## src/rtl/tartaruga_pkg.sv

```systemverilog
// rtl/tartaruga_pkg.sv - shared types and constants for the iterative multiplier
// Purpose: FSM state encoding, default widths and request/response bundles.
// Ports: none (package).
package tartaruga_pkg;

   localparam int MUL_XLEN  = 32;
   localparam int MUL_TAG_W = 5;

   typedef enum logic [1:0] {
      MUL_IDLE,
      MUL_BUSY,
      MUL_DONE
   } mul_state_t;

   typedef struct packed {
      logic [MUL_XLEN-1:0]  rs1;
      logic [MUL_XLEN-1:0]  rs2;
      logic [MUL_TAG_W-1:0] tag;
   } mul_req_t;

   typedef struct packed {
      logic [MUL_XLEN-1:0]  result;
      logic [MUL_TAG_W-1:0] tag;
   } mul_rsp_t;

endpackage

```

## src/rtl/mul_iter_unit_if.sv

```systemverilog
// rtl/mul_iter_unit_if.sv - request/response handshake bundle of the multiplier
// Purpose: groups the valid/ready request and response channels.
// Ports (signals):
//   req_valid_i, req_ready_o, req_rs1_i, req_rs2_i, req_tag_i  request channel
//   rsp_valid_o, rsp_ready_i, rsp_result_o, rsp_tag_o          response channel
// Modports: slave = multiplier side, master = pipeline side.
interface mul_iter_unit_if import tartaruga_pkg::*; #(
   parameter int XLEN  = MUL_XLEN,
   parameter int TAG_W = MUL_TAG_W
);

   logic             req_valid_i;
   logic             req_ready_o;
   logic [XLEN-1:0]  req_rs1_i;
   logic [XLEN-1:0]  req_rs2_i;
   logic [TAG_W-1:0] req_tag_i;
   logic             rsp_valid_o;
   logic             rsp_ready_i;
   logic [XLEN-1:0]  rsp_result_o;
   logic [TAG_W-1:0] rsp_tag_o;

   modport slave (
      input  req_valid_i, req_rs1_i, req_rs2_i, req_tag_i, rsp_ready_i,
      output req_ready_o, rsp_valid_o, rsp_result_o, rsp_tag_o
   );

   modport master (
      output req_valid_i, req_rs1_i, req_rs2_i, req_tag_i, rsp_ready_i,
      input  req_ready_o, rsp_valid_o, rsp_result_o, rsp_tag_o
   );

endinterface

```

## src/rtl/mul_shift_add_step.sv

```systemverilog
// rtl/mul_shift_add_step.sv - one combinational radix-2 shift-add iteration
// Purpose: computes the next accumulator/multiplicand/multiplier and flags the last iteration.
// Ports:
//   acc, mcand, mplier   current datapath state
//   count                iterations already completed
//   acc_next, mcand_next, mplier_next   state after this iteration
//   last                 this iteration finishes the operation
module mul_shift_add_step import tartaruga_pkg::*; #(
   parameter int XLEN       = MUL_XLEN,
   parameter int EARLY_TERM = 1,
   localparam int CNT_W     = $clog2(XLEN)
) (
   input  logic [XLEN-1:0]  acc,
   input  logic [XLEN-1:0]  mcand,
   input  logic [XLEN-1:0]  mplier,
   input  logic [CNT_W-1:0] count,
   output logic [XLEN-1:0]  acc_next,
   output logic [XLEN-1:0]  mcand_next,
   output logic [XLEN-1:0]  mplier_next,
   output logic             last
);

   always_comb begin
      // Carry-out is dropped: only the low XLEN bits of the product are kept.
      acc_next    = mplier[0] ? (acc + mcand) : acc;
      mcand_next  = mcand << 1;
      mplier_next = mplier >> 1;
      // Early exit looks at the shifted multiplier so the iteration that
      // consumes the top set bit is the final one.
      last        = (count == CNT_W'(XLEN - 1)) ||
                    ((EARLY_TERM != 0) && (mplier_next == '0));
   end

endmodule

```

## src/rtl/mul_iter_unit.sv

```systemverilog
// rtl/mul_iter_unit.sv - iterative shift-add multiplier returning product[XLEN-1:0]
// Purpose: one operation at a time, IDLE -> BUSY (one iteration per cycle) -> DONE.
// Ports:
//   clk_i    clock
//   rstn_i   asynchronous active-low reset
//   flush_i  drops the in-flight operation, no response; blocks acceptance in IDLE
//   busy_o   state is not IDLE (stall source)
//   bus      request/response handshake (slave side)
module mul_iter_unit import tartaruga_pkg::*; #(
   parameter int XLEN       = MUL_XLEN,
   parameter int TAG_W      = MUL_TAG_W,
   parameter int EARLY_TERM = 1
) (
   input  logic           clk_i,
   input  logic           rstn_i,
   input  logic           flush_i,
   output logic           busy_o,
   mul_iter_unit_if.slave bus
);

   localparam int CNT_W = $clog2(XLEN);

   mul_state_t       state_q, state_d;
   logic [XLEN-1:0]  acc_q, mcand_q, mplier_q;
   logic [CNT_W-1:0] count_q;
   logic [TAG_W-1:0] tag_q;

   logic [XLEN-1:0]  acc_nx, mcand_nx, mplier_nx;
   logic             last;
   logic             load, step;

   mul_shift_add_step #(
      .XLEN       (XLEN),
      .EARLY_TERM (EARLY_TERM)
   ) u_step (
      .acc         (acc_q),
      .mcand       (mcand_q),
      .mplier      (mplier_q),
      .count       (count_q),
      .acc_next    (acc_nx),
      .mcand_next  (mcand_nx),
      .mplier_next (mplier_nx),
      .last        (last)
   );

   always_ff @(posedge clk_i or negedge rstn_i) begin
      if (!rstn_i) begin
         state_q <= MUL_IDLE;
      end else begin
         state_q <= state_d;
      end
   end

   // Flush wins over both completion and the response handshake.
   always_comb begin
      state_d = state_q;
      load    = 1'b0;
      step    = 1'b0;
      case (state_q)
         MUL_IDLE: begin
            if (bus.req_valid_i && !flush_i) begin
               load    = 1'b1;
               state_d = MUL_BUSY;
            end
         end
         MUL_BUSY: begin
            if (flush_i) begin
               state_d = MUL_IDLE;
            end else begin
               step = 1'b1;
               if (last) begin
                  state_d = MUL_DONE;
               end
            end
         end
         MUL_DONE: begin
            if (flush_i || bus.rsp_ready_i) begin
               state_d = MUL_IDLE;
            end
         end
         default: state_d = MUL_IDLE;
      endcase
   end

   always_ff @(posedge clk_i or negedge rstn_i) begin
      if (!rstn_i) begin
         acc_q    <= '0;
         mcand_q  <= '0;
         mplier_q <= '0;
         count_q  <= '0;
         tag_q    <= '0;
      end else if (load) begin
         acc_q    <= '0;
         mcand_q  <= bus.req_rs1_i;
         mplier_q <= bus.req_rs2_i;
         count_q  <= '0;
         tag_q    <= bus.req_tag_i;
      end else if (step) begin
         acc_q    <= acc_nx;
         mcand_q  <= mcand_nx;
         mplier_q <= mplier_nx;
         count_q  <= count_q + CNT_W'(1);
      end
   end

   // acc and tag only change on load/step, so they are stable throughout DONE.
   assign bus.req_ready_o  = (state_q == MUL_IDLE);
   assign bus.rsp_valid_o  = (state_q == MUL_DONE);
   assign bus.rsp_result_o = acc_q;
   assign bus.rsp_tag_o    = tag_q;
   assign busy_o           = (state_q != MUL_IDLE);

endmodule
```

## src/flat_wrapper.sv

```systemverilog
// flat-port wrapper written by rule: the top's interface ports become plain ports
module mul_iter_unit_flat import tartaruga_pkg::*;
#(
   parameter int XLEN       = MUL_XLEN,
   parameter int TAG_W      = MUL_TAG_W,
   parameter int EARLY_TERM = 1
)
  (clk_i, rstn_i, flush_i, busy_o, bus_req_valid_i, bus_req_rs1_i, bus_req_rs2_i, bus_req_tag_i, bus_rsp_ready_i, bus_req_ready_o, bus_rsp_valid_o, bus_rsp_result_o, bus_rsp_tag_o);
  mul_iter_unit_if #(.XLEN(XLEN), .TAG_W(TAG_W)) bus_i ();
  input  logic clk_i;
  input  logic rstn_i;
  input  logic flush_i;
  output logic busy_o;
  input wire logic [$bits(bus_i.req_valid_i)-1:0] bus_req_valid_i;
  input wire logic [$bits(bus_i.req_rs1_i)-1:0] bus_req_rs1_i;
  input wire logic [$bits(bus_i.req_rs2_i)-1:0] bus_req_rs2_i;
  input wire logic [$bits(bus_i.req_tag_i)-1:0] bus_req_tag_i;
  input wire logic [$bits(bus_i.rsp_ready_i)-1:0] bus_rsp_ready_i;
  output wire logic [$bits(bus_i.req_ready_o)-1:0] bus_req_ready_o;
  output wire logic [$bits(bus_i.rsp_valid_o)-1:0] bus_rsp_valid_o;
  output wire logic [$bits(bus_i.rsp_result_o)-1:0] bus_rsp_result_o;
  output wire logic [$bits(bus_i.rsp_tag_o)-1:0] bus_rsp_tag_o;
  assign bus_i.req_valid_i = bus_req_valid_i;
  assign bus_i.req_rs1_i = bus_req_rs1_i;
  assign bus_i.req_rs2_i = bus_req_rs2_i;
  assign bus_i.req_tag_i = bus_req_tag_i;
  assign bus_i.rsp_ready_i = bus_rsp_ready_i;
  assign bus_req_ready_o = bus_i.req_ready_o;
  assign bus_rsp_valid_o = bus_i.rsp_valid_o;
  assign bus_rsp_result_o = bus_i.rsp_result_o;
  assign bus_rsp_tag_o = bus_i.rsp_tag_o;
  mul_iter_unit #(.XLEN(XLEN), .TAG_W(TAG_W), .EARLY_TERM(EARLY_TERM)) u_core (.clk_i(clk_i), .rstn_i(rstn_i), .flush_i(flush_i), .busy_o(busy_o), .bus(bus_i));
endmodule
```

## config.mk

```make
export PLATFORM = sky130hd
export DESIGN_NAME = mul_iter_unit_flat
export DESIGN_NICKNAME = d
export VERILOG_FILES = /design/src/rtl/tartaruga_pkg.sv /design/src/rtl/mul_iter_unit_if.sv /design/src/rtl/mul_shift_add_step.sv /design/src/rtl/mul_iter_unit.sv /design/src/flat_wrapper.sv
export SDC_FILE = /design/constraint.sdc
export NUM_CORES = 1
export LEC_CHECK = 0
export CORE_UTILIZATION = 50
export CTS_CLUSTER_SIZE = 20
export DETAILED_ROUTE_END_ITERATION = 6
export PLACE_DENSITY = 0.77
export SLEW_MARGIN = 20
export SYNTH_ARGS = -nofsm -noshare
export SYNTH_HDL_FRONTEND = slang
export SYNTH_SLANG_ARGS = --single-unit
```

## constraint.sdc

```tcl
create_clock -name clk_i -period 4.4 [get_ports clk_i]
set_input_delay 0.88 -clock clk_i [delete_from_list [all_inputs] [get_ports clk_i]]
set_output_delay 0.88 -clock clk_i [all_outputs]
set_load 0.02 [all_outputs]
```

==> qor.yml, run 1 <==
outcome: "complete, no violations"
critPathKind: "flip-flop to flip-flop"
postRouteAntennaNets: 0
overflow: 0
p_leak_nw: 3.57
yosysSeqAreaShare: 0.443
worst_pin_slew_ns: 1.00
synth_compound_area_frac: 0.204
drc: 0
portBuffers: 113
rsz0062_at_grt: "false"
use_met2: 0.412
synth_edf_count: 0
cts_tree: "yes"
htree_levels: 3
async_reset_ff_frac: 1.00
final_cells: 931
cts_buffers: 9
slew_violations: 0
hold_class: "input port to asynchronous set/reset pin"
drt_iter0_drc: 313
utilization: 0.657
fin_crit_sh: 0.677
nets: 891
dpl-instance-area_mm2: 0.00734
cts.clk_slew.worst_paths_ns: 0.08
powerDensity_mw_per_mm2: 702
synth_xor_area_frac: 0.0402
drive_gt1_frac: 0.0558
cts_setup_buffers: 0
synth-simple-area-share: 0.210
tns_ns: 0
ios: 114
dp_cells: 915
fin_crit_ns: 2.98
start_util: 0.523
ys_ff_latch: 108
place.gp.congestion: 0.907
worstPathRequired_ns: 4.60
critPathBufInv: 0
hold_violations: 0
path_cells: "ha_1 -> fa_1 -> a21o_1 -> a221oi_2 -> nor4b_2 -> o21ai_2 -> a21oi_2 -> o41ai_2 -> o21ai_1 -> xnor2_1 -> o21ai_0"
die_y_um: 112
syn-cell-area_mm2: 0.00610
met1_usage: 0.336
synth_top_family_by_area: "simple AND/OR/NAND/NOR gates"
layout_commonest_cell: "nand2_1"
grt.busiest_layer: "met2"
ir_drop_mv: 0.344
timing.fmax_mhz: 336
skew_ns: 0.0123
synth_fa_ha_area_frac: 0.0709
insertion_delay_ns: 0.37
grt_first_pass_wirelength_um: 25100
core_mm2: 0.0117
slowest_delay_ns: 0.41
relSlewSlack: 0.329
synthCells: 691
yosys.cell_types.count: 52
nFillCells: 975
cts_root_buffer: "clkbuf_16"
worst_hold_slack_ns: 0.438
rows: 39
cp-start-kind: "flip-flop"
muxShareOfSynthArea: 0.00492
clock_path_buffers: 2
synth_area_per_cell_um2: 8.83
cts_num_sinks: 108
hold_buffers: 0
final_cell_mix: "154 x nand2_1, 112 x clkdlybuf4s50_1, 108 x dfrtp_1, 43 x nor2_1, 37 x nand3_1"
hpwlAfterDp_um: 10600
path_max_fanout: 5
vias_per_cell: 5.82
die_w_um: 112
grt_max_degree: 70
die-area_mm2: 0.0126
cts_resized: 0
synthFlopType: "dfrtp_1"
grt_util_met3: 0.0486
ys_warn_count: 0
first_pass_iters: 5
finalInstanceArea_mm2: 0.00767
arrival_ns: 3.18
antenna_found_initial: 0
critPathSlowestCell: "dfrtp_1"
vias: 5418
maxCapViolCount: 0
wl_um: 15100
n_antenna_cell: 0
grt.total_usage: 0.250
crit_family: "compound AO/OA/AOI/OAI gates"
first_global_vias: 5221
finalSetupViolCount: 0
synth_nets: 799
cp-end-kind: "flip-flop"
post_drt_wl_per_cell_um: 16.2
syn_to_final_growth_pct: 25.6
## layer usage
metal / share of wire / wire [um]
met4: 0.016 / 238
met3: 0.044 / 659
met5: 0 / 0
met2: 0.48 / 7210
met1: 0.46 / 6970
## path summary, 6_finish.rpt
path,from,to,cells after the start,slack (ns)
setup / recovery,u_core.bus.rsp_result_o[0],u_core.bus.rsp_result_o[30],11,1.42
hold / removal,rstn_i,u_core.bus.rsp_result_o[14],1,0.44
setup reg to reg,u_core.bus.rsp_result_o[0],u_core.bus.rsp_result_o[30],11,1.42
hold reg to reg,u_core.bus.rsp_tag_o[4],u_core.bus.rsp_tag_o[4],2,0.49
max in group asynchronous,rstn_i,u_core.mplier_q[23],2,3.08
min in group clk_i,u_core.bus.rsp_tag_o[4],u_core.bus.rsp_tag_o[4],2,0.49
## cells in the mapped netlist, drive strengths merged, types with 2 or more instances
library cell	n	share of area
and2	5	0.0051
o21bai	3	0.0037
and3	6	0.0064
inv	4	0.0025
clkbuf	33	0.020
or2	4	0.0041
nor2b	3	0.0031
a31o	2	0.0029
xnor2	14	0.020
nor2	45	0.028
a22o	4	0.0057
nand2b	8	0.0082
o22ai	2	0.0021
nor4	9	0.0092
dfrtp	108	0.44
buf	5	0.0035
nor3	7	0.0057
a21oi	32	0.027
o21ai	42	0.035
a22oi	33	0.041
o31ai	3	0.0037
o21a	5	0.0062
a31oi	30	0.031
mux2i	3	0.0049
nand3	38	0.032
ha	33	0.068
a21o	15	0.018
nand4	6	0.0062
a211oi	2	0.0025
o211ai	3	0.0037
nand2	156	0.096
and4	2	0.0029
xor2	14	0.020
## report_power, final
| group | leakage [nW] | internal, mW | switching [mW] |
|---|---|---|---|
| sequential | 1.37 | 1.44 | 0.419 |
| clock | 0.160 | 0.464 | 0.416 |
| combinational | 2.05 | 1.16 | 1.49 |
## area by class of cell
class	instances	area (um^2)	area share
multi-input combinational	541	3260	0.425
tap	143	179	0.0233
sequential	108	2700	0.353
inverter	4	15.0	0.00196
clock buffer	9	225	0.0294
timing repair buffer	119	1190	0.155
clock inverter	7	103	0.0134
## registers in the layout (all words and copies together), names as in the netlist
| register | count |
|---|---|
| u_core.bus.rsp_tag_o | 5 |
| u_core.count_q | 5 |
| u_core.mplier_q | 32 |
| u_core.state_q | 2 |
| u_core.bus.rsp_result_o | 32 |
| u_core.mcand_q | 32 |
## per-stage QoR
step | worst slack [ns] | power, mW
finish | 1.42 | 5.38
global route | 1.22 | 5.78
CTS | 1.42 | 5.40
detailed placement | 1.44 | 4.49
global placement | 1.51 | 4.40
floorplan | 1.56 | 3.61
## cells by family after synthesis
group,count (synthesis)
AND/OR/NAND/NOR,291
AO/OA/AOI/OAI,185
XOR/XNOR,28
flip-flops,108
adder cells (fa/ha/maj),34
multiplexers,3
buffers and inverters,42
No activity file was read; power rests on OpenSTA's default activity.
==> inputs of run 2 (changes only) <==
--- a/config.mk
+++ b/config.mk
@@ -5,7 +5,7 @@
 export SDC_FILE = /design/constraint.sdc
 export NUM_CORES = 1
 export LEC_CHECK = 0
-export CORE_UTILIZATION = 50
+export CORE_UTILIZATION = 48
 export CTS_CLUSTER_SIZE = 20
 export DETAILED_ROUTE_END_ITERATION = 6
 export PLACE_DENSITY = 0.77
==> constraint.sdc (replaced) <==
create_clock -name clk_i -period 2.4 [get_ports clk_i]
set_input_delay 0.48 -clock clk_i [delete_from_list [all_inputs] [get_ports clk_i]]
set_output_delay 0.48 -clock clk_i [all_outputs]
set_load 0.02 [all_outputs]
==> qor.yml, run 2 (same netlist as run 1, synthesis figures left out) <==
p_leak_nw: 4.09
hold_class: "input port to asynchronous set/reset pin"
finalSetupViolCount: 13
vias_per_cell: 5.60
clock_path_buffers: 2
internal_power_mw: 6.56
portBuffers: 113
die_y_um: 115
layout_commonest_cell: "nand2_1"
dpl-instance-area_mm2: 0.00809
drive_gt1_frac: 0.175
hold_violations: 0
rrSetupSlack_ns: -0.37
hold_buffers: 0
final_cells: 1048
worst_pin_slew_ns: 0.620
rsz0062_at_grt: "true"
hpwlAfterDp_um: 12200
die-area_mm2: 0.0132
die_w_um: 115
vias: 5872
slowest_delay_ns: 0.44
place.gp.congestion: 0.893
violations: "setup timing"
cp-start-kind: "flip-flop"
antenna_found_initial: 0
grt_max_degree: 54
htree_levels: 3
first_pass_iters: 5
fin_crit_ns: 2.77
syn_to_final_growth_pct: 40.6
nFillCells: 990
fin_crit_sh: 1.16
ios: 114
reg2reg_to: "u_core.bus.rsp_result_o[16]"
seq_power_share: 0.296
cts_tree: "yes"
insertion_delay_ns: 0.36
overflow: 0
cts_root_buffer: "clkbuf_16"
finalInstanceArea_mm2: 0.00858
rows: 40
crit_start: "u_core.bus.rsp_result_o[0]"
drt_iter0_drc: 366
maxCapViolCount: 0
critPathKind: "flip-flop to flip-flop"
cts_buffers: 9
wl_um: 16800
ir_drop_mv: 0.588
tns_ns: -2.24
core_mm2: 0.0122
final_cell_mix: "153 x nand2_1, 111 x clkdlybuf4s50_1, 107 x dfrtp_1, 94 x buf_4, 43 x nor2_1"
drc: 0
n_antenna_cell: 0
timing.fmax_mhz: 360
post_drt_wl_per_cell_um: 16.0
grt_first_pass_wirelength_um: 27400
worstPathRequired_ns: 2.65
nets: 983
pwr-share-comb: 0.562
first_global_vias: 5851
start_util: 0.500
power_switching_mw: 4.72
total_power_mw: 11.3
crit_family: "compound AO/OA/AOI/OAI gates"
grt.total_usage: 0.264
rr_startpoint: "u_core.bus.rsp_result_o[0]"
clockPowerShare: 0.141
powerDensity_mw_per_mm2: 1310
fin_ws_ns: -0.375
cp-end-kind: "flip-flop"
multiInputGateArea_mm2: 0.00342
cts.clk_slew.worst_paths_ns: 0.08
path_cells: "ha_4 -> fa_2 -> a21o_1 -> a221oi_4 -> nor4b_4 -> or2_1 -> a31o_4 -> a21o_1 -> a21oi_2 -> xor2_1 -> o21ai_1"
path_max_fanout: 2
crit_top_cell: "a21o_1"
swShare: 0.418
skew_ns: 0.0139
critPathSlowestCell: "dfrtp_2"
slew_violations: 0
cts_num_sinks: 108
seq_area_mm2: 0.00270
outcome: "finished with violations"
dp_cells: 1025
relSlewSlack: 0.586
rr_worst_depth: 11
arrival_ns: 3.02
critPathBufInv: 0
postRouteAntennaNets: 0
-- run 2: metrics by stage --
step | util | worst slack [ns] | hold slack, ns
final | 0.703 | -0.375 | 0.121
after global routing | 0.703 | -0.461 | 0.161
after CTS | 0.692 | -0.301 | 0.135
after detailed placement | 0.663 | -0.345 | 0.466
after global placement | 0.663 | -0.281 | 0.461
after floorplan | - | -0.266 | 0.184
-- run 2: metal layers --
metal,track usage,vias up,share of wire,wire [um]
met5,0,-,0,0
met3,0.0548,21,0.041,688
met4,0.0779,0,0.016,271
li1,-,2821,-,-
met1,0.347,2868,0.45,7540
met2,0.441,162,0.49,8310
-- run 2: what timing repair did --
action	4_1_cts	5_1_grt
endpoints found under the setup margin	13	18
pin swaps	1	19
buffers inserted	3	4
resized for setup	5	23
-- run 2: worst max-delay path by stage --
stage,endpoint,slack (ns),cells past startpoint
floorplan,u_core.bus.rsp_result_o[16],-0.27,11
global placement,u_core.bus.rsp_result_o[16],-0.28,11
detailed placement,u_core.bus.rsp_result_o[16],-0.34,11
CTS,u_core.bus.rsp_result_o[16],-0.30,11
global route,u_core.bus.rsp_result_o[26],-0.46,11
finish,u_core.bus.rsp_result_o[16],-0.37,11
-- run 2: cell type report --
class,count,share of cell area
timing repair buffer,211,0.224
clock inverter,7,0.0101
multi-input combinational,541,0.398
tap,168,0.0245
sequential,108,0.315
inverter,4,0.00175
clock buffer,9,0.0263
-- run 2: power groups by stage --
stage	combinational [mW]	sequential [mW]	clock [mW]
3_5_place_dp	6.02	3.35	0
5_1_grt	6.90	3.45	1.71
2_1_floorplan	3.14	3.55	0
6_report	6.34	3.34	1.59
4_1_cts	6.11	3.34	1.62
3_3_place_gp	5.80	3.31	0
==> inputs of run 3 (changes only) <==
--- a/config.mk
+++ b/config.mk
@@ -5,9 +5,11 @@
 export SDC_FILE = /design/constraint.sdc
 export NUM_CORES = 1
 export LEC_CHECK = 0
+export CORE_MARGIN = 10
 export CORE_UTILIZATION = 48
 export CTS_CLUSTER_SIZE = 20
 export DETAILED_ROUTE_END_ITERATION = 6
+export MAX_ROUTING_LAYER = met4
 export PLACE_DENSITY = 0.77
 export SLEW_MARGIN = 20
 export SYNTH_ARGS = -nofsm -noshare
==> qor.yml, run 3 (same netlist as run 1, synthesis figures left out) <==
outcome: "finished with violations"
violations: "setup timing"
first_global_vias: 6065
die_w_um: 133
timing.fmax_mhz: 361
overflow: 0
finalInstanceArea_mm2: 0.00866
cts_buffers: 9
cts_tree: "yes"
die_y_um: 133
postRouteAntennaNets: 0
hold_class: "input port to asynchronous set/reset pin"
layout_commonest_cell: "nand2_1"
core_mm2: 0.0125
nets: 981
syn_to_final_growth_pct: 41.9
cp-start-kind: "flip-flop"
hold_violations: 0
vias: 5853
path_max_fanout: 5
wl_um: 18300
rr_startpoint: "u_core.bus.rsp_result_o[0]"
first_pass_iters: 6
n_antenna_cell: 0
grt_first_pass_wirelength_um: 30100
p_leak_nw: 4.06
fin_ws_ns: -0.369
worst_hold_slack_ns: 0.0766
skew_ns: 0.00686
powerDensity_mw_per_mm2: 1320
cts_root_buffer: "clkbuf_16"
hold_buffers: 0
drc: 0
cts.clk_slew.worst_paths_ns: 0.07
finalSetupViolCount: 14
cp-end-kind: "flip-flop"
fin_crit_sh: 1.15
rows: 41
drt_iter0_drc: 336
worst_pin_slew_ns: 0.489
htree_levels: 3
rrSetupSlack_ns: -0.37
arrival_ns: 3.03
critPathKind: "flip-flop to flip-flop"
die-area_mm2: 0.0176
drive_gt1_frac: 0.189
hpwlAfterDp_um: 13400
antenna_found_initial: 0
rsz0062_at_grt: "true"
ios: 114
relSlewSlack: 0.674
vias_per_cell: 5.57
grt.total_usage: 0.208
fin_crit_ns: 2.77
final_cell_mix: "153 x nand2_1, 112 x clkdlybuf4s50_1, 107 x dfrtp_1, 93 x buf_4, 41 x nor2_1"
post_drt_wl_per_cell_um: 17.5
ir_drop_mv: 0.750
rr_worst_depth: 11
place.gp.congestion: 0.900
dpl-instance-area_mm2: 0.00804
start_util: 0.488
portBuffers: 113
utilization: 0.692
insertion_delay_ns: 0.36
maxCapViolCount: 0
cts_num_sinks: 108
worstPathRequired_ns: 2.66
slew_violations: 0
grt_max_degree: 40
clock_path_buffers: 2
reg2reg_to: "u_core.bus.rsp_result_o[24]"
==> run 3: changes by cell type in the layout (fill, tap and decap cells not counted), sizes merged <==
cell	delta
clkinv	+1
clkbuf	+1
dlymetal6s2s	-1
buf	-2
inv	-3
bufinv	+1
clkdlybuf4s50	+1
==> run 3: cell type report <==
type | instances | area, um^2
clock inverters | 6 | 93.8
clock buffers | 10 | 229
well taps | 172 | 215
repair buffers | 209 | 1880
inverters | 4 | 15.0
fillers | 1015 | 3860
multi-input cells | 541 | 3520
flip-flops and latches | 108 | 2700
==> run 3: per-layer routing <==
metal	track usage	up-vias	wire length, um
met5	-	-	0
met4	0.0666	0	318
met3	0.0303	24	743
met2	0.353	181	9330
met1	0.251	2821	7940
li1	-	2827	-
==> run 3: stage by stage <==
step | power, mW | worst slack [ns] | TNS [ns] | cells
after floorplan | 6.69 | -0.266 | -0.901 | 691
after global placement | 9.11 | -0.302 | -1.55 | 1025
after detailed placement | 9.34 | -0.350 | -2.38 | 1025
after CTS | 11.1 | -0.280 | -2.01 | 1044
after global routing | 12.2 | -0.530 | -4.63 | 1050
final | 11.4 | -0.369 | -2.70 | 1050
==> run 3: worst max-delay path by stage <==
| stage | startpoint | end | slack (ns) | depth (start not counted) |
|---|---|---|---|---|
| floorplan | u_core.bus.rsp_result_o[0] | u_core.bus.rsp_result_o[16] | -0.27 | 11 |
| global placement | u_core.mcand_q[0] | u_core.bus.rsp_result_o[16] | -0.30 | 11 |
| detailed placement | u_core.bus.rsp_result_o[0] | u_core.bus.rsp_result_o[16] | -0.35 | 11 |
| CTS | u_core.bus.rsp_result_o[0] | u_core.bus.rsp_result_o[16] | -0.28 | 11 |
| global route | u_core.mcand_q[0] | u_core.bus.rsp_result_o[24] | -0.53 | 11 |
| finish | u_core.bus.rsp_result_o[0] | u_core.bus.rsp_result_o[24] | -0.37 | 11 |
==> run 3: repair_timing <==
action | 4_1_cts | 5_1_grt
setup buffers | 3 | 10
setup endpoints to repair | 16 | 20
pin swaps | 6 | 22
resized for setup | 13 | 33
==> run 3: power by group <==
group | internal (mW) | switching [mW] | leakage [nW] | total (mW)
Combinational | 3.07 | 3.36 | 2.54 | 6.43
Clock | 0.926 | 0.719 | 0.154 | 1.64
Sequential | 2.65 | 0.714 | 1.36 | 3.36
==> run 3: worst max-delay path, stage by stage, from the launching register on <==
cell and delay (ns):
dfrtp_2 0.43, ha_4 0.17, fa_2 0.36, a21o_1 0.24, a221oi_4 0.32, nor4b_4 0.08
o21ai_2 0.23, a21oi_4 0.12, o211ai_1 0.18, a21boi_1 0.11, o21a_1 0.21, o31ai_2 0.20
==> RTL change 1, RTL diff (flow settings as in run 2) <==
Change the package constant `MUL_XLEN` from 32 to 64.
--- a/src/rtl/tartaruga_pkg.sv
+++ b/src/rtl/tartaruga_pkg.sv
@@ -3,7 +3,7 @@
 // Ports: none (package).
 package tartaruga_pkg;
 
-   localparam int MUL_XLEN  = 32;
+   localparam int MUL_XLEN  = 64;
    localparam int MUL_TAG_W = 5;
 
    typedef enum logic [1:0] {
Ports: changed (resized bus_req_rs1_i, bus_req_rs2_i and bus_rsp_result_o); port bits go from 114 to 210. The function was not compared with the original's and may differ.
==> RTL change 1 against run 2 <==
Total power is 100% higher; area after synthesis up 100%; critical path depth is 1 higher; critical path type unchanged; sequential cell count up 97; largest power group unchanged; non-clock buffer count up 322; setup slack worse by 0.0067 ns; sequential share of layout area fell by 4.3 points; sequential power up 80%; clock power up 140%; the flow still finishes with violations (negative setup slack); wire length increased by 140%; maximum frequency is 0.24% lower; clock skew up 0.0029 ns; utilization increased by 4.6 points; final area rose by 120%.
==> RTL change 1: results (changes against run 2) <==
stage,metric,value,unit,change
worst_setup_path,cp.arrival,3.18,ns,+0.16 ns
clock_tree,htree_levels,1,,-2
global_route,grt_util_all_layers,0.305,,+0.0412
pwr,combPwrFrac,0.570,,+0.008
logic_synthesis,ys_top_cells_by_count,"nand2_1, dfrtp_1, nor2_1, a21oi_1, clkbuf_1",,
clock_tree,cts_hold_buf,1,,+1
placed_design,dpl_cell_area,17400,um2,+120%
clock_tree,cts_resized,49,,+44
status,status,"complete, but fails checks",,
global_route,grt_util_met2,0.497,,+0.0561
worst_setup_path,reg2regPathDepth,12,,+1
status,violations,negative setup slack,,
global_route,grt_max_degree,111,,+110%
clock_tree,clk_pin_slew,0.06,ns,-0.02 ns
global_route,grt_pass1_wl,65.6,mm,+140%
layout,drive_above_1_share,0.267,,+0.0917
placed_design,dp.final_hpwl,28.6,mm,+130%
logic_synthesis,yosys.area_share.adder,0.0660,,-0.00491
layout,num-clock-buffers,35,,+26
placed_design,io_buffers,209,,+85%
route,met3_length,2.78,mm,+300%
layout,clk_share,0.0437,,+0.00735
timing,worstMarginPinSlew,0.606,ns,-0.0148 ns
logic_synthesis,ys_types,73,,+40%
pwr,powerClk,3.85,mW,+140%
layout,nFillCells,1778,,+80%
route,dr_wl_met2,19.1,mm,+130%
layout,inverters,12,,+8
layout,seq_cell_count,205,,+90%
clock_tree,cts-buffers-inserted,24,,+15
timing,setup_ws,-0.382,ns,-0.00668 ns
logic_synthesis,avgSynthCellArea,8.36,um2,-5.3%
global_route,grt_use_met3,0.0517,,-0.00313
timing,final.setup.tns,-10.39,ns,-8.15 ns
route,met1_length,17.6,mm,+130%
layout,buffers,533,,+150%
logic_synthesis,ys_seq_area_frac,0.413,,-0.0302
clock_tree,clock_latency,0.53,ns,+0.17 ns
pwr,power_density,1210,nW/um2,-7.9%
layout,seq-cell-share,0.272,,-0.0433
pwr,cellLeakagePower,8.71,nW,+110%
placed_design,finalWeightedCongestion,0.910,,+1.9%
layout,final_cells,2291,,+120%
timing,max_freq,360,MHz,-0.24%
worst_setup_path,crit_start,u_core.bus.rsp_result_o[19]$_DFFE_PN0P_,,
layout,nonClkBufAreaFrac,0.253,,+0.0290
pwr,p_int,13.8,mW,+110%
worst_setup_path,max_stage_delay,0.42,ns,-0.02 ns
clock_tree,cts_setup_buffers,19,,+16
logic_synthesis,synth_compound_area_frac,0.223,,+0.0189
layout,fin_nets,2146,,+120%
route,drt_iter0_drc,891,,+140%
route,routed_via_density,5.73,,+2.3%
logic_synthesis,synthMuxAreaShare,0.00171,,-0.00321
timing,finalSetupViolCount,41,,+28
logic_synthesis,synthXorXnorAreaFrac,0.0444,,+0.00420
global_route,grt_use_met1,0.407,,+0.0594
floorplanning,die_w,163,um,+42%
layout,fin_util,0.749,,+0.0464
## RTL change 1: cell types whose count changed in the layout (fill, tap and decap cells not counted), moves of 33 or more
cell	before	now
clkdlybuf4s50_1	111	207
a21oi_1	26	59
nor2_1	43	105
a31oi_1	29	67
nand2_1	153	355
dfrtp_1	107	184
buf_4	94	288
## RTL change 1: worst min-delay path by stage
stage           start                                     end  slack (ns)  depth (start not counted)
3_3_place_gp   rstn_i          u_core.mcand_q[17]$_DFFE_PN0P_        0.44                          1
5_1_grt        rstn_i          u_core.mcand_q[19]$_DFFE_PN0P_        0.49                          2
4_1_cts        rstn_i          u_core.mcand_q[19]$_DFFE_PN0P_        0.47                          2
2_1_floorplan  rstn_i  u_core.bus.rsp_result_o[0]$_DFFE_PN0P_        0.18                          0
6_report       rstn_i          u_core.mcand_q[19]$_DFFE_PN0P_        0.46                          2
3_5_place_dp   rstn_i          u_core.mcand_q[17]$_DFFE_PN0P_        0.43                          1
==> RTL change 2, RTL diff (settings of run 2) <==
Made on the original files. Re-encode `mul_state_t` (3 states) as one-hot, 3 bits wide.
--- a/src/rtl/tartaruga_pkg.sv
+++ b/src/rtl/tartaruga_pkg.sv
@@ -6,10 +6,10 @@
    localparam int MUL_XLEN  = 32;
    localparam int MUL_TAG_W = 5;
 
-   typedef enum logic [1:0] {
-      MUL_IDLE,
-      MUL_BUSY,
-      MUL_DONE
+   typedef enum logic [2:0] {
+      MUL_IDLE = 3'b001,
+      MUL_BUSY = 3'b010,
+      MUL_DONE = 3'b100
    } mul_state_t;
 
    typedef struct packed {
Formal check against the unedited RTL: no difference found for any inputs over 4 cycles, from zero or initial values and one cycle with rstn_i low; so few cycles prove little.
==> RTL change 2 against run 2 <==
The run still ends with negative setup slack left; setup slack improved by 0.16 ns; global-route usage grew 0.28 points; final area is 0.61% higher; total power is 0.72% lower; wire length down 1.7%; first-iteration DRC count fell by 2.2%; count of clock-buffer cells in the layout is 2 higher; combinational power hardly changed; synthesized cell count fell by 4.2%; sequential cell count rose by 1; sequential power up 2%; area after synthesis fell by 1.1%; maximum frequency grew 6.1%; critical path type unchanged; highest routed layer unchanged.
==> RTL change 2: results (changes against run 2) <==
stage,metric,value,unit,change
global_route,grt_use_met3,0.0741,,+0.0193
logic_synthesis,ys_types,59,,+13%
pwr,ir_drop,0.655,mV,+11%
placed_design,placed_cells,1000,,-2.4%
route,drt_wl_total,16.5,mm,-1.7%
worst_setup_path,reg2regPathDepth,10,,-1
timing,finalSetupViolCount,13,,unchanged
logic_synthesis,ys_seq_area_frac,0.452,,+0.00913
route,vias,5729,,-2.4%
timing,fin_worst_skew,0.0123,ns,-0.00164 ns
logic_synthesis,synthCells,662,,-4.2%
global_route,grt_pass1_wl,27.3,mm,-0.13%
global_route,antenna_found_initial,0,,unchanged
status,status,"complete, but fails checks",,
global_route,grt_max_degree,51,,-5.6%
clock_tree,cts-buffers-inserted,9,,unchanged
layout,fin_nets,956,,-2.7%
logic_synthesis,ys_warn_count,0,,unchanged
clock_tree,clockBufferDepth,2,,unchanged
worst_setup_path,crit_family,compound AO/OA/AOI/OAI gates,,
worst_setup_path,path_max_fanout,4,,+2
global_route,grt_pass1_vias,5770,,-1.4%
logic_synthesis,async_flop_share,1.00,,unchanged
route,met1_length,6.93,mm,-8.1%
timing,final.setup.tns,-1.20,ns,+1.04 ns
clock_tree,htree_levels,3,,unchanged
timing,worstMarginPinSlew,0.586,ns,-0.0349 ns
global_route,grt_util_met2,0.463,,+0.0214
placed_design,dp.final_hpwl,12.0,mm,-2.1%
timing,setup_ws,-0.216,ns,+0.159 ns
placed_design,io_buffers,113,,unchanged
pwr,p_seq,3.41,mW,+2%
logic_synthesis,synth_fp_nets,770,,-3.6%
pwr,switchingPower,4.63,mW,-1.9%
route,routed_via_density,5.61,,+0.14%
clock_tree,cts_resized,22,,+17
placed_design,finalWeightedCongestion,0.848,,-5.1%
pwr,cellLeakagePower,4.00,nW,-2.2%
worst_setup_path,crit_type,reg -> reg,,
worst_setup_path,r2r_start,u_core.bus.rsp_result_o[0]$_DFFE_PN0P_,,
clock_tree,cts_setup_buffers,3,,unchanged
worst_setup_path,cp-endpoint,u_core.bus.rsp_result_o[24]$_DFFE_PN0P_,,
timing,holdWs,0.0764,ns,-0.0443 ns
pwr,powerClk,1.45,mW,-9%
route,met3_length,1.06,mm,+54%
placed_design,dp_slack,-0.239,ns,+0.106 ns
layout,diodes,0,,unchanged
status,violations,negative setup slack,,
route,dr_wl_met2,8.13,mm,-2.2%
global_route,grt_use_met1,0.321,,-0.0259
global_route,grt_util_all_layers,0.267,,+0.00283
layout,drive_above_1_share,0.192,,+0.0173
logic_synthesis,ys_top_cells_by_count,"nand2_1, dfrtp_1, a22oi_1, o21ai_0, ha_1",,
placed_design,dpl_cell_area,8090,um2,about the same
route,drt_iter0_drc,358,,-2.2%
route,top_layer,met4,,
worst_setup_path,cpMaxStageDelayCell,a2111oi_4,,
logic_synthesis,synth_area_leaders,"dfrtp_1, nand2_1, a22oi_1, ha_1, o21ai_0",,
RTL change 2: cell types whose count changed after synthesis, sizes merged, moves of 4 or more:
cell	run 2	this run
clkbuf	33	28
mux2	0	5
a22oi	33	63
a21o	15	10
inv	4	12
nand2	156	175
or3	0	4
a31oi	30	3
nand3	38	7
nor2	45	22
o21ai	42	49
a21oi	32	23
RTL change 2: cell families after synthesis:
kind of cell	after synthesis	synth area share
AOI/OAI and AO/OA	185	0.211
and+or+nand+nor	255	0.183
muxes	7	0.0126
xor gates and xnor gates	29	0.0421
DFF	109	0.452
adders and majority gates	34	0.0717
buffers and inverters	43	0.0269
RTL change 2: final cells by class:
type / count / area [um2]
Sequential cell: 109 / 2730
Multi-Input combinational cell: 510 / 3470
Fill cell: 879 / 3480
Clock buffer: 11 / 243
Tap cell: 168 / 210
Inverter: 12 / 45.0
Clock inverter: 5 / 40.0
Timing Repair Buffer: 206 / 1900
